### src/rtl/screen_scan_ctrl_if.sv
// screen_scan_ctrl_if: framebuffer read port and LED panel pins of the scan sequencer.
// SCREEN_DBUF_EN adds swap_req/swap_ack and widens fb_addr with the front-buffer bit.
interface screen_scan_ctrl_if #(parameter int BPC = 4);
`ifdef SCREEN_DBUF_EN
  localparam int AW = 10;
`else
  localparam int AW = 9;
`endif
  logic enable;
  logic fb_rd;
  logic [AW-1:0] fb_addr;
  logic [6*BPC-1:0] fb_rdata;
  logic [5:0] panel_rgb;
  logic [3:0] panel_addr;
  logic panel_clk;
  logic panel_lat;
  logic panel_oe_n;
  logic frame_done;
`ifdef SCREEN_DBUF_EN
  logic swap_req;
  logic swap_ack;
  modport master (input enable, fb_rdata, swap_req,
                  output fb_rd, fb_addr, panel_rgb, panel_addr, panel_clk, panel_lat, panel_oe_n, frame_done, swap_ack);
  modport slave (output enable, fb_rdata, swap_req,
                 input fb_rd, fb_addr, panel_rgb, panel_addr, panel_clk, panel_lat, panel_oe_n, frame_done, swap_ack);
`else
  modport master (input enable, fb_rdata,
                  output fb_rd, fb_addr, panel_rgb, panel_addr, panel_clk, panel_lat, panel_oe_n, frame_done);
  modport slave (output enable, fb_rdata,
                 input fb_rd, fb_addr, panel_rgb, panel_addr, panel_clk, panel_lat, panel_oe_n, frame_done);
`endif
endinterface

### src/rtl/screen_scan_ctrl.sv
// screen_scan_ctrl: 1/16-scan 32x32 LED panel sequencer with binary-weighted bit-plane OE timing.
// Optional SCREEN_DBUF_EN: double-buffered framebuffer, swapped only at frame boundaries.
module screen_scan_ctrl #(
  parameter int BPC = 4,
  parameter int BASE_TIME = 32
) (
  input logic clk,
  input logic reset,
  screen_scan_ctrl_if.master bus
);
  localparam logic [2:0] IDLE = 3'd0, FETCH = 3'd1, SHIFT = 3'd2, LATCH = 3'd3, DISPLAY = 3'd4;
  localparam int PW = BPC > 1 ? $clog2(BPC) : 1;
  localparam int DW = $clog2(BASE_TIME << (BPC - 1)) + 1;
  logic [2:0] state, state_nx;
  logic [3:0] row, paddr;
  logic [PW-1:0] plane;
  logic [5:0] cnt, sel, rgb_q;
  logic [DW-1:0] dcnt, disp_len;
  logic [BPC-1:0] ch [6];
  logic disp_last, plane_last, shift_odd;
  logic [4:0] col_rd;
  for (genvar i = 0; i < 6; i++) begin : g_ch
    assign ch[i] = bus.fb_rdata[i*BPC +: BPC];
    assign sel[i] = ch[i][plane];
  end
  assign disp_len = DW'((BASE_TIME << plane) - 1);
  assign disp_last = state == DISPLAY && dcnt == disp_len;
  assign plane_last = plane == PW'(BPC - 1);
  assign shift_odd = state == SHIFT && cnt[0];
  // Column c+1 is requested on the odd half of column c so its data lands on the next even cycle.
  assign col_rd = state == SHIFT ? cnt[5:1] + 5'd1 : 5'd0;
  assign bus.fb_rd = state == FETCH || (shift_odd && cnt != 6'd63);
  assign bus.panel_rgb = state == SHIFT && !cnt[0] ? sel : rgb_q;
  assign bus.panel_addr = paddr;
  assign bus.panel_clk = shift_odd;
  assign bus.panel_lat = state == LATCH;
  assign bus.panel_oe_n = state != DISPLAY;
  assign bus.frame_done = disp_last && plane_last && row == 4'd15;
  always_comb begin
    state_nx = state == IDLE ? FETCH :
               state == FETCH ? SHIFT :
               state == SHIFT ? (cnt == 6'd63 ? LATCH : SHIFT) :
               state == LATCH ? DISPLAY :
               disp_last ? FETCH : DISPLAY;
  end
  always_ff @(posedge clk) begin
    if (reset) begin
      state <= IDLE;
      row <= '0;
      plane <= '0;
      cnt <= '0;
      dcnt <= '0;
      rgb_q <= '0;
      paddr <= '0;
    end else if (!bus.enable) begin
      state <= IDLE;
      row <= '0;
      plane <= '0;
      cnt <= '0;
      dcnt <= '0;
    end else begin
      state <= state_nx;
      cnt <= state == SHIFT && cnt != 6'd63 ? cnt + 6'd1 : 6'd0;
      dcnt <= state == DISPLAY && !disp_last ? dcnt + DW'(1) : '0;
      if (state == SHIFT && !cnt[0]) rgb_q <= sel;
      if (state == LATCH) paddr <= row;
      if (disp_last) begin
        plane <= plane_last ? '0 : plane + PW'(1);
        if (plane_last) row <= row == 4'd15 ? 4'd0 : row + 4'd1;
      end
    end
  end
`ifdef SCREEN_DBUF_EN
  logic front, pending;
  assign bus.swap_ack = bus.frame_done && pending;
  assign bus.fb_addr = {front, row, col_rd};
  always_ff @(posedge clk) begin
    if (reset) begin
      front <= 1'b0;
      pending <= 1'b0;
    end else begin
      if (bus.swap_ack) front <= ~front;
      pending <= bus.swap_ack ? bus.swap_req : pending | bus.swap_req;
    end
  end
`else
  assign bus.fb_addr = {row, col_rd};
`endif
endmodule

### src/flat_wrapper.sv
// flat-port wrapper written by rule: the top's interface ports become plain ports
module screen_scan_ctrl_flat 
#(
  parameter int BPC = 4,
  parameter int BASE_TIME = 32
)
  (clk, reset, bus_enable, bus_fb_rdata, bus_fb_rd, bus_fb_addr, bus_panel_rgb, bus_panel_addr, bus_panel_clk, bus_panel_lat, bus_panel_oe_n, bus_frame_done);
  screen_scan_ctrl_if #(.BPC(BPC)) bus_i ();
  input logic clk;
  input logic reset;
  input wire logic [$bits(bus_i.enable)-1:0] bus_enable;
  input wire logic [$bits(bus_i.fb_rdata)-1:0] bus_fb_rdata;
  output wire logic [$bits(bus_i.fb_rd)-1:0] bus_fb_rd;
  output wire logic [$bits(bus_i.fb_addr)-1:0] bus_fb_addr;
  output wire logic [$bits(bus_i.panel_rgb)-1:0] bus_panel_rgb;
  output wire logic [$bits(bus_i.panel_addr)-1:0] bus_panel_addr;
  output wire logic [$bits(bus_i.panel_clk)-1:0] bus_panel_clk;
  output wire logic [$bits(bus_i.panel_lat)-1:0] bus_panel_lat;
  output wire logic [$bits(bus_i.panel_oe_n)-1:0] bus_panel_oe_n;
  output wire logic [$bits(bus_i.frame_done)-1:0] bus_frame_done;
  assign bus_i.enable = bus_enable;
  assign bus_i.fb_rdata = bus_fb_rdata;
  assign bus_fb_rd = bus_i.fb_rd;
  assign bus_fb_addr = bus_i.fb_addr;
  assign bus_panel_rgb = bus_i.panel_rgb;
  assign bus_panel_addr = bus_i.panel_addr;
  assign bus_panel_clk = bus_i.panel_clk;
  assign bus_panel_lat = bus_i.panel_lat;
  assign bus_panel_oe_n = bus_i.panel_oe_n;
  assign bus_frame_done = bus_i.frame_done;
  screen_scan_ctrl #(.BPC(BPC), .BASE_TIME(BASE_TIME)) u_core (.clk(clk), .reset(reset), .bus(bus_i));
endmodule
### config.mk
export PLATFORM = sky130hd
export DESIGN_NAME = screen_scan_ctrl_flat
export DESIGN_NICKNAME = d
export VERILOG_FILES = /design/src/rtl/screen_scan_ctrl_if.sv /design/src/rtl/screen_scan_ctrl.sv /design/src/flat_wrapper.sv
export SDC_FILE = /design/constraint.sdc
export NUM_CORES = 1
export LEC_CHECK = 0
export ABC_AREA = 1
export BUFFER_PORTS_ARGS = -buffer_cell sky130_fd_sc_hd__buf_2
export CORE_ASPECT_RATIO = 0.9
export CORE_MARGIN = 2
export CORE_UTILIZATION = 53
export CTS_CLUSTER_DIAMETER = 50
export DETAILED_ROUTE_END_ITERATION = 8
export GPL_TIMING_DRIVEN = 0
export PLACE_DENSITY = 0.8
export SLEW_MARGIN = 15
export SYNTH_ARGS = -nofsm -noshare
export SYNTH_HDL_FRONTEND = slang
export SYNTH_SLANG_ARGS = --single-unit
### constraint.sdc
create_clock -name clk -period 2.15 [get_ports clk]
set_input_delay 0.43 -clock clk [delete_from_list [all_inputs] [get_ports clk]]
set_output_delay 0.43 -clock clk [all_outputs]
set_load 0.02 [all_outputs]
==> key figures <==
Status
  • Status: complete, but fails checks
  • Failing checks: negative setup slack

Layout
  • Fill count: 314
  • Nets@finish: 391
  • Non-filler cells, final: 403
  • # diodes: 0
  • Share of cells above drive strength 1: 0.283
  • Register Area: 691 µm²
  • Finished Core Util: 0.684
  • Area of the multi-input gates: 1180 µm²
  • P&R area growth vs syn: 24.7%

Critical path
  • Worst path arrival time: 1.90 ns
  • Crit-path cells: clkinvlp_4, ha_2, inv_1, nand2_1, nand3_1, nand2_1, nor2_2, nand4_1, nor3_4, buf_6
  • WS Path Type: reg2out
  • Most Frequent Cell on Critical Path: nand2_1
  • Critical-path top delay cell: dfxtp_4
  • Family with the most delay on the worst path: simple AND/OR/NAND/NOR gates
  • WP buf/inv: 3
  • Worst Setup Start Kind: flop
  • Capturing element type of the critical path: output pin
  • CP max FO: 4
  • Worst path max stage delay: 0.37 ns
  • WP data required: 1.72 ns
  • Register-to-register setup slack: 0.37 ns

Floorplanning
  • I/O pin cnt: 51
  • DIE WIDTH: 69.2 µm
  • Initial Utilization: 0.548
  • Core area: 3700 µm²
  • DIE AREA: 4340 µm²
  • Core Rows: 21
  • Die height: 62.7 µm

Global routing
  • Initial antenna violation count: 0
  • GRT Total Usage: 0.219
  • First-pass GRT wire length: 7940 µm
  • Pin count of the biggest net entering global routing: 11
  • Number of global-route vias before repair: 1884
  • Total gr overflow: 0

STA
  • Fmax: 430 MHz
  • Layout Skew: 0.00686 ns
  • Minimum clock period: 2.33 ns
  • Final setup viols: 1
  • Pins Over Slew Limit: 0
  • Tcrit/Tclk final: 1.08
  • Fin Setup TNS: -0.178 ns
  • Worst-Margin Slew: 0.486 ns
  • Unrepaired setup endpoints after global routing: true
  • Fin. Hold Viols: 0
  • Normalized max-slew margin: 0.676
  • Worst setup margin: -0.178 ns

Synthesis
  • Top cells by area, synth: dfxtp_1 34%, nand2_1 9.8%, inv_1 7.2%
  • Post-Syn Area: 2030 µm²
  • Yosys cell types: 32
  • Synthesized flop and latch total: 34
  • Syn nets: 328
  • Number of synthesized flops with an enable pin: 0
  • Yosys top cell area share: 0.335
  • Post-synthesis async set-or-reset flop share: 0
  • Cell taking the most area after synthesis: dfxtp_1
  • Top-count cell post-synth: nand2_1
  • Top FF cell, synth: dfxtp_1
  • Synth Instances: 293
  • Mapped Avg Cell Area: 6.93 µm²
  • Yosys warns: 0
  • Seq/Total Area, Yosys: 0.335
  • Commonest cells post-synth: 53 x nand2_1, 39 x inv_1, 38 x nor2_1

Power and ir drop
  • Cell Int Power: 940 µW
  • Sw Ratio: 0.242
  • Comb pwr share: 0.088
  • Clk network pwr share: 0.394
  • Power density over cell area: 489 nW/µm²
  • Worst vdd ir: 0.361 mV
  • Sequential Power Share: 0.518
  • Leakage Power: 0.00117 µW
  • Net Sw Power: 299 µW

CTS
  • Total CTS buffers: 5
  • CTS tree: built
  • CTS clk-pin slew, worst paths: 0.07 ns
  • Clock Sink Count: 34
  • Post-CTS Hold Buffers: 0
  • Clk buf depth: 2
  • Worst-Skew Late Latency: 0.28 ns
  • CTS H-tree lvls: 2
  • Clock root cell: clkbuf_8

Detailed routing
  • DR WL/cell: 11.3 µm
  • Antenna-violating nets left: 0
  • Initial drt markers: 128
  • DRC: 0
  • Via density: 5.10
  • Vias post-DR: 2057
  • Total Wirelength: 4560 µm
  • Drt pass-1 iters: 4

Placement
  • GP Congestion: 0.837
  • I/O Buffers: 50
  • Detailed placement HPWL: 3330 µm
  • Post-Place Cells: 389

Hold path
  • Min-delay worst type: reg2reg

Flow run
  • Maxcap violations: 0
final cells by class:
cell class / count / share of cell area
Inverter: 44 / 0.0677
Buffer: 6 / 0.0173
Clock inverter: 1 / 0.00198
Tap cell: 46 / 0.0227
Sequential cell: 34 / 0.273
Timing Repair Buffer: 56 / 0.119
Clock buffer: 7 / 0.0341
Multi-Input combinational cell: 209 / 0.464
kinds of logic (layout without fill, tap and decap cells):
logic type                 count (synthesis)  in the layout  share of synthesized area
DFF                                       34             34                      0.335
xor gates and xnor gates                   4              4                     0.0173
buffers and inverters                     50            114                     0.0986
and+or+nand+nor                          137            137                      0.333
AOI/OAI and AO/OA                         60             60                      0.167
adders and majority gates                  8              8                     0.0493
path summary, 6_finish.rpt:
check / cells past startpoint / to / startpoint
setup reg to reg: 8 / u_core.plane[0] / u_core.plane[0]
hold reg to reg: 1 / u_core.dcnt[0] / u_core.dcnt[0]
setup / recovery: 10 / bus_frame_done / u_core.plane[1]
hold / removal: 1 / u_core.dcnt[0] / u_core.dcnt[0]
flip-flops by register name, indices dropped and copies added (netlist names):
signal and flops:
u_core.bus.panel_addr 4, u_core.state 3, u_core.dcnt 9, u_core.cnt 6
u_core.plane 2, u_core.row 4, u_core.rgb_q 6
layout by cell type, fill, tap and decap left out, types with 16 or more instances in the layout:
cell     instances
nor2_1          38
o21ai_0         16
nand2_1         53
nand3_1         21
inv_1           37
dfxtp_1         30
buf_2           51
a21oi_1         22
power groups by stage:
stage,sequential (µW),combinational [µW],clock [µW]
detailed placement,659,108,0
floorplan,658,65.5,0
global route,642,120,526
finish,642,109,488
CTS,642,108,497
global placement,659,106,0
through the flow:
| step | power, µW | hold slack, ns | area, µm² | worst slack, ns |
|---|---|---|---|---|
| floorplan | 723 | 0.418 | 2050 | 0.00395 |
| finish | 1240 | 0.464 | 2530 | -0.178 |
| global route | 1290 | 0.479 | 2530 | -0.311 |
| CTS | 1250 | 0.453 | 2530 | -0.161 |
| detailed placement | 766 | 0.443 | 2350 | -0.325 |
| global placement | 764 | 0.431 | 2350 | -0.292 |
timing repair:
action	4_1_cts	5_1_grt
endpoints found under the hold margin	0	0
setup buffers	6	0
resized for setup	12	3
setup endpoints to repair	1	4
pin swaps	1	0
routing by layer:
layer / up-vias / track usage / routed length [µm]
met1: 921 / 0.286 / 2190
met4: 0 / 0.0637 / 42
met3: 5 / 0.0500 / 195
met2: 42 / 0.363 / 2140
met5: - / 0 / 0
li1: 1089 / - / -
Power figures use the tool's default switching activity.
